### src/rtl/gate_bist_ctrl.sv
// LFSR-driven BIST controller: PAT_CNT patterns out on dut_in, MISR-compacted dut_out, pass vs exp_sig.
// Latency: done rises PAT_CNT+LAT cycles after start is taken; no backpressure, abort returns to IDLE next edge.
module gate_bist_ctrl #(
  parameter int               N_IN     = 24,
  parameter int               N_OUT    = 10,
  parameter int               PAT_CNT  = 1000,
  parameter int               LAT      = 0,
  parameter logic [N_IN-1:0]  IN_POLY  = 24'hE10000,
  parameter logic [N_OUT-1:0] OUT_POLY = 10'h240,
  parameter logic [N_IN-1:0]  SEED     = N_IN'(1)
) (
  input  logic             clk,
  input  logic             rst_n,
  input  logic             start,
  input  logic             abort,
  input  logic [N_OUT-1:0] exp_sig,
  input  logic [N_OUT-1:0] dut_out,
  output logic [N_IN-1:0]  dut_in,
  output logic             pat_valid,
  output logic             busy,
  output logic             done,
  output logic             pass,
  output logic [N_OUT-1:0] signature
);

  localparam int              CW       = $clog2(PAT_CNT + 1);
  localparam logic [N_IN-1:0] SEED_EFF = (SEED == '0) ? N_IN'(1) : SEED;
  localparam logic [CW-1:0]   LAST     = CW'(PAT_CNT - 1);

  typedef enum logic [1:0] {IDLE, RUN, FLUSH, DONE} state_t;

  state_t           state, state_nxt;
  logic [N_IN-1:0]  lfsr;
  logic [N_OUT-1:0] misr;
  logic [CW-1:0]    cnt;
  logic             cap_valid;
  logic             flush_end;
  logic             load;

  assign pat_valid = (state == RUN);
  assign busy      = (state == RUN) || (state == FLUSH);
  assign done      = (state == DONE);
  assign pass      = done && (misr == exp_sig);
  assign dut_in    = lfsr;
  assign signature = misr;

  // cap_valid marks the cycle in which dut_out reflects a counted pattern
  generate
    if (LAT == 0) begin : g_nolat
      assign cap_valid = pat_valid;
      assign flush_end = 1'b1;
    end else begin : g_lat
      localparam logic [LAT-1:0] VMSB = LAT'(1) << (LAT - 1);
      logic [LAT-1:0] vpipe;

      always_ff @(posedge clk or negedge rst_n) begin
        if (!rst_n) begin
          vpipe <= '0;
        end else if (abort) begin
          vpipe <= '0;
        end else begin
          vpipe <= LAT'({vpipe, pat_valid});
        end
      end

      assign cap_valid = vpipe[LAT-1];
      // only the oldest stage still set: this edge absorbs the last capture
      assign flush_end = (vpipe == VMSB);
    end
  endgenerate

  always_ff @(posedge clk or negedge rst_n) begin
    if (!rst_n) begin
      state <= IDLE;
    end else begin
      state <= state_nxt;
    end
  end

  always_comb begin
    state_nxt = state;
    load      = 1'b0;
    case (state)
      IDLE: begin
        if (start) begin
          state_nxt = RUN;
          load      = 1'b1;
        end
      end
      RUN: begin
        if (cnt == LAST) begin
          state_nxt = (LAT > 0) ? FLUSH : DONE;
        end
      end
      FLUSH: begin
        if (flush_end) begin
          state_nxt = DONE;
        end
      end
      DONE: begin
        if (start) begin
          state_nxt = RUN;
          load      = 1'b1;
        end
      end
      default: state_nxt = IDLE;
    endcase
    if (abort) begin
      state_nxt = IDLE;
      load      = 1'b0;
    end
  end

  // abort freezes lfsr/misr so the partial signature stays inspectable
  always_ff @(posedge clk or negedge rst_n) begin
    if (!rst_n) begin
      lfsr <= SEED_EFF;
      misr <= '0;
      cnt  <= '0;
    end else if (load) begin
      lfsr <= SEED_EFF;
      misr <= '0;
      cnt  <= '0;
    end else if (!abort) begin
      if (state == RUN) begin
        lfsr <= {lfsr[N_IN-2:0], ^(lfsr & IN_POLY)};
        cnt  <= cnt + CW'(1);
      end
      if (cap_valid) begin
        misr <= {misr[N_OUT-2:0], ^(misr & OUT_POLY)} ^ dut_out;
      end
    end
  end

endmodule

### config.mk
export PLATFORM = sky130hd
export DESIGN_NAME = gate_bist_ctrl
export DESIGN_NICKNAME = d
export VERILOG_FILES = /design/src/rtl/gate_bist_ctrl.sv
export SDC_FILE = /design/constraint.sdc
export NUM_CORES = 1
export LEC_CHECK = 0
export CAP_MARGIN = 5
export CORE_ASPECT_RATIO = 1.25
export CORE_UTILIZATION = 52
export DETAILED_ROUTE_END_ITERATION = 8
export GPL_TIMING_DRIVEN = 1
export PLACE_DENSITY_LB_ADDON = 0.05
export RECOVER_POWER = 100
export SLEW_MARGIN = 25
export SYNTH_ARGS = -nofsm -noshare
export SYNTH_HDL_FRONTEND = slang
export SYNTH_SLANG_ARGS = --single-unit
### constraint.sdc
create_clock -name clk -period 4.25 [get_ports clk]
set_input_delay 0.425 -clock clk [delete_from_list [all_inputs] [get_ports clk]]
set_output_delay 0.425 -clock clk [all_outputs]
set_load 0.03 [all_outputs]
* After elaboration in Yosys (flattened, before gate mapping)
Cells that the tools add are included.
Word-level totals: register bits 46, input bits 24, output and inout bits 38, word-level logic and storage cells 39
Operators by class: add/sub/neg operators 1, equality and inequality tests 8, muxes and demuxes 16, bitwise gates (word level) 1, reductions and logical operators 9
Operator list (number):
- 24-bit two-way mux | 3
- 10-bit two-way mux | 6
- 24-bit XOR reduction | 1
- 10-bit by 1-bit adder with 10-bit output (second input constant) | 1
- 10-bit == test | 1
- 10-bit == test (second input constant) | 1
- 10-bit XOR reduction | 1
- 10-bit bitwise XOR | 1
- 2-bit two-way mux | 3
- 2-bit one-hot mux with 3 select lines | 1
- 2-bit == test (second input constant) | 2
- 2-bit AND reduction | 2
- 1-bit two-way mux | 3
- 3-bit by 1-bit inequality test with 1-bit output (second input constant) | 1
- 3-bit by 2-bit inequality test with 1-bit output (second input constant) | 1
- 2-bit by 1-bit == test with 1-bit output (second input constant) | 1
- 2-bit zero test | 1
- 2-bit by 1-bit inequality test with 1-bit output (second input constant) | 1
- 2-bit nonzero test | 1
- 2-bit OR reduction | 1
- 1-bit logical AND | 1
- 1-bit logical OR | 1

* Logic depth before layout (Yosys ltp)
depth in word-level cells 6, mapped depth 7, gate-level depth less buffers 6

* Least setup slack after synthesis
Ideal clock, no wire load.
path type register to output, from reg misr[6], in the netlist signature[6], to out pass, data arrival time 1531 ps, required time 3825 ps, slack 2294 ps, stages on the path, launching flop included 4, buffers on the path 0, path through dfrtp_1 xnor2_1 nand4_1 nor3_1
On the way: word-level cells in the longest chain between the ends 2
RTL lines:
- from (decl) | line 34 | logic [N_OUT-1:0] misr;
- from (signal assigned) | line 130 | misr <= {misr[N_OUT-2:0], ^(misr & OUT_POLY)} ^ dut_out;
- 10-bit == test | line 43 | assign pass = done && (misr == exp_sig);
- 1-bit logical AND | line 43
- to (decl) | line 22 | output logic pass,
Every way passes these cells.

* Worst setup path in the final report
from reg state[1], to reg cnt[6]
On the way: word-level cells in the longest chain between the ends 6, elaborated cells between the ends (all ways) 10, those cells by class eq/ne: 3; mux: 3; reduce/logical: 4
RTL lines:
- from (decl) | line 32 | state_t state, state_nxt;
- from (signal assigned) | line 76 | state <= state_nxt;
- 2-bit == test or 2-bit zero test (tied branches) | line 83 | case (state)
- 2-bit OR reduction (no line)
- 1-bit two-way mux
- 1-bit two-way mux | line 108 | if (abort) begin
- 2-bit by 1-bit inequality test with 1-bit output (no line) or 2-bit nonzero test (tied branches)
- 2-bit AND reduction (no line)
- to (signal assigned) | line 127 | cnt <= cnt + CW'(1);
- to (decl) | line 35 | logic [CW-1:0] cnt;
Several ways; a longest one is shown, not always the timed one. A chain may end at the register's enable or synchronous reset.

==> impl.org <==
** Run status
- The run finished, with violations left.
- Failing checks :: max-capacitance violations, max-slew violations

** Synth
- After Yosys synthesis, XOR and XNOR cells account for 12.31% of the synthesized area.
- Among all flip-flop cells after synthesis, the most frequent one is dfrtp_1.
- Number of warnings issued by yosys :: 0
- Async set or reset register ratio after synthesis :: 100.0%
- Syn_nets :: 262
- Main combinational cell family by area after synthesis :: simple AND/OR/NAND/NOR gates
- Avg Synthesized Cell Area :: 9.690 um^2
- Summing the areas of all fa, ha and maj instances in the mapped netlist gives 1.648% of the synthesized area.
- The portion of synthesized area spent on multiplexers is 0%.
- Counting every instance in the synthesized netlist gives 235.
- The biggest area contributor in the post-synthesis netlist is dfrtp_1.
- In the post-synthesis netlist, the biggest area contributors are dfrtp_1 49%, xnor2_1 11%, nand2_1 8.7%.
- The synthesized design contains 46 register bits.
- Proportion of synthesized chip area in sequential cells :: 50.60%
- Sorting the synthesized cells by how often they occur yields 53 x nand2_1, 45 x dfrtp_1, 28 x xnor2_1.
- The synthesized design devotes to its leading area cell type 49.45% of total area.
- After synthesis, the netlist uses 31 different library cells.
- Post-synthesis cell area :: 0.002277 mm^2
- In this run, synthesis inferred 0 flip-flops with an integrated enable.
- Most numerous cell in the Yosys netlist :: nand2_1
- Share of the synthesized area in compound gates (AO/OA/AOI/OAI) :: 11.48%
- After Yosys synthesis, and, or, nand and nor cells account for 19.95% of the synthesized area.

** Clock network
- In this run the clock root is driven by a clkbuf_8.
- CTS clock-pin slew for the worst setup and hold paths :: 0.08 ns
- Max Root-Sink Buffers :: 2
- Later-pin clock latency in the skew report :: 0.29 ns
- Sink Count :: 46
- The H-tree was split into 2 levels.
- Post-CTS Setup Repair Bufs :: 0
- Post-CTS Hold Fix Bufs :: 0
- TritonCTS built the clock tree.
- TritonCTS created 5 clock buffers.
- Resize count post-CTS :: 0

** Floorplanning
- The floorplan step defined a core boundary enclosing 0.004131 mm^2.
- Once the floorplan was initialized, standard cells occupied 55.12% of the core.
- Number of top-level pins :: 62
- Die outline width :: 61.19 um
- Overall die area :: 0.004650 mm^2
- The floorplan has 26 rows.
- Chip Height :: 75.99 um

** Timing
- Number of setup violations in the final report :: 0
- Worst slew pin tran :: 2.412 ns
- Clock Skews :: 0.004052 ns
- For the final routed database, the setup TNS stands at 0 ns.
- Fin. Hold Viols :: 0
- Number of pins with negative max-slew slack in the final report :: 96
- Subtracting the final worst setup slack from the clock period gives 2.791 ns.
- Fmax achieved :: 0.3583 GHz
- Setup repair after global routing left no endpoint under its margin.
- The worst pin sits at a relative slew slack of -60.81%.
- Portion of the clock cycle consumed by the worst path in the final layout :: 65.67%

** Route
- Antenna viol nets, final :: 0
- 1st-iter DRT viols :: 91
- Vias post-DR :: 1,849
- Final Routed Wirelength :: 4708 um
- In the final routed layout, each cell accounts on average for 13.53 um.
- Vias per cell :: 5.313
- Number of remaining DRC errors :: 0
- First drt pass iteration count :: 4

** Worst hold path
- Min-delay worst type :: reg -> reg

** Global route
- The number of global-route vias before repair is 1,680.
- After global routing the overflow that remains totals 0.
- Number of antenna violations at the first check in global routing :: 0
- Overall track demand over capacity in global routing :: 21.49%
- Entering global routing, the biggest net connects 49 pins.
- The first global-routing pass estimated 7610 um of wire.

** Layout
- Signed area change from the synthesized netlist to the final layout :: 29.84%
- Nets@finish :: 318
- The finished layout holds 348 standard cells, fillers aside.
- Antenna diode count :: 0
- Cells with a size suffix above 1 make up 6.164% of the layout.

** Worst setup path
- STA classifies the critical path endpoint as a flip-flop.
- For the worst setup path, the data required time is 4.39 ns.
- Counting both buffers and inverters, the worst setup path holds a total of 1.
- Data arrives at the worst endpoint at 2.93 ns.
- Broken down by cell family, the worst path's largest delay share belongs to simple AND/OR/NAND/NOR gates.
- Critical-path cell with the highest stage delay :: nor2b_2
- Maximum single-stage delay on the critical path :: 1.40 ns
- The signal on the critical path passes through inv_1 > ha_1 > nor2b_2 > nand3_1 > xor2_1 > nor2_1.
- Critical-path maximum fanout :: 48
- Startpoint class of the critical path :: flip-flop
- The critical path is of the reg -> reg type.

** Placement
- Detailed placer's ending HPWL :: 3085 um
- Placed cell count :: 340
- The congestion estimate from routability-driven global placement came to 0.7206.
- Number of I/O port buffers :: 61

** Power
- IR analysis of the VDD net gives a maximum drop of 419.8 uV.
- Total power for the finished layout comes to 0.001535 W.
- In this run the static leakage power is 1.262 nW.
- Power density over cell area :: 519.3 mW/mm^2

** Flow run
- Max-cap violations in this run came to 2.
==> layer usage <==
metal	vias up	GRT usage [%]	routed length (um)
met5	-	0	0
met4	0	5.455	49
met3	5	4.584	230
li1	893	-	-
met2	48	34.35	2323
met1	903	29.34	2104
==> worst min-delay path: cells and delay by family, from the launching register on <==
family,cells,cell delay [ns]
flops,1,0.38
simple gates,1,0.05
compound gates,1,0.05
==> cell usage in the layout (no fill, tap or decap), drive strengths merged, types with 2 or more instances in the layout <==
master and n:
nor2 22, nand2 53, nand4 4, clkdlybuf4s50 22, dlygate4sd3 38, clkbuf 8, nand3 3, xor2 4
a211oi 10, nor3 4, or3 2, xnor2 28, nor4 2, a21oi 29, ha 3, dfrtp 45
inv 4, o21ai 2
==> per-stage QoR <==
step	cell area (um^2)	utilization, %	setup WS [ns]	hold slack (ns)
global route	2957	71.56	1.162	0.5386
floorplan	2277	-	2.294	0.1294
CTS	2978	72.08	1.776	0.3359
detailed placement	2887	69.87	1.771	0.5053
finish	2957	71.56	1.459	0.5131
global placement	2887	69.87	1.800	0.4999
==> layout make-up <==
cell class                      instances  area [um^2]
Sequential cell                        46         1152
Tap cell                               56        70.07
Timing Repair Buffer                   61        604.3
Fill cell                             344         1175
Multi-Input combinational cell        173         1023
Clock inverter                          1        5.005
Clock buffer                            7        86.33
Inverter                                4        15.01
==> flip-flops by register name, indices dropped and copies added (netlist names) <==
name and flops:
state 2, signature 10, dut_in 24, cnt 10
==> worst paths after layout <==
| path | startpoint | to | slack (ns) | depth (start not counted) |
|---|---|---|---|---|
| min | dut_in[0] | dut_in[1] | 0.51 | 2 |
| max | state[1] | cnt[6] | 1.46 | 6 |
| min reg2reg | dut_in[0] | dut_in[1] | 0.51 | 2 |
| max in group asynchronous | rst_n | cnt[8] | 2.02 | 1 |
| min in group asynchronous | rst_n | signature[8] | 0.86 | 1 |
| max reg2reg | state[1] | cnt[6] | 1.46 | 6 |
==> kinds of logic after synthesis <==
family                   count (synthesis)
AO/OA/AOI/OAI                           42
XOR/XNOR                                32
AND/OR/NAND/NOR                         96
adder cells (fa/ha/maj)                  3
flip-flops                              46
buffers and inverters                   16
==> report_power, final <==
| group | switching (W) | total, W | internal [W] |
|---|---|---|---|
| clock | 0.000142 | 0.000274 | 0.000131 |
| sequential | 0.0000924 | 0.000613 | 0.000520 |
| combinational | 0.000387 | 0.000649 | 0.000262 |
| total | 0.000622 | 0.00154 | 0.000913 |
Note: power is estimated with default switching activity, not from simulation.
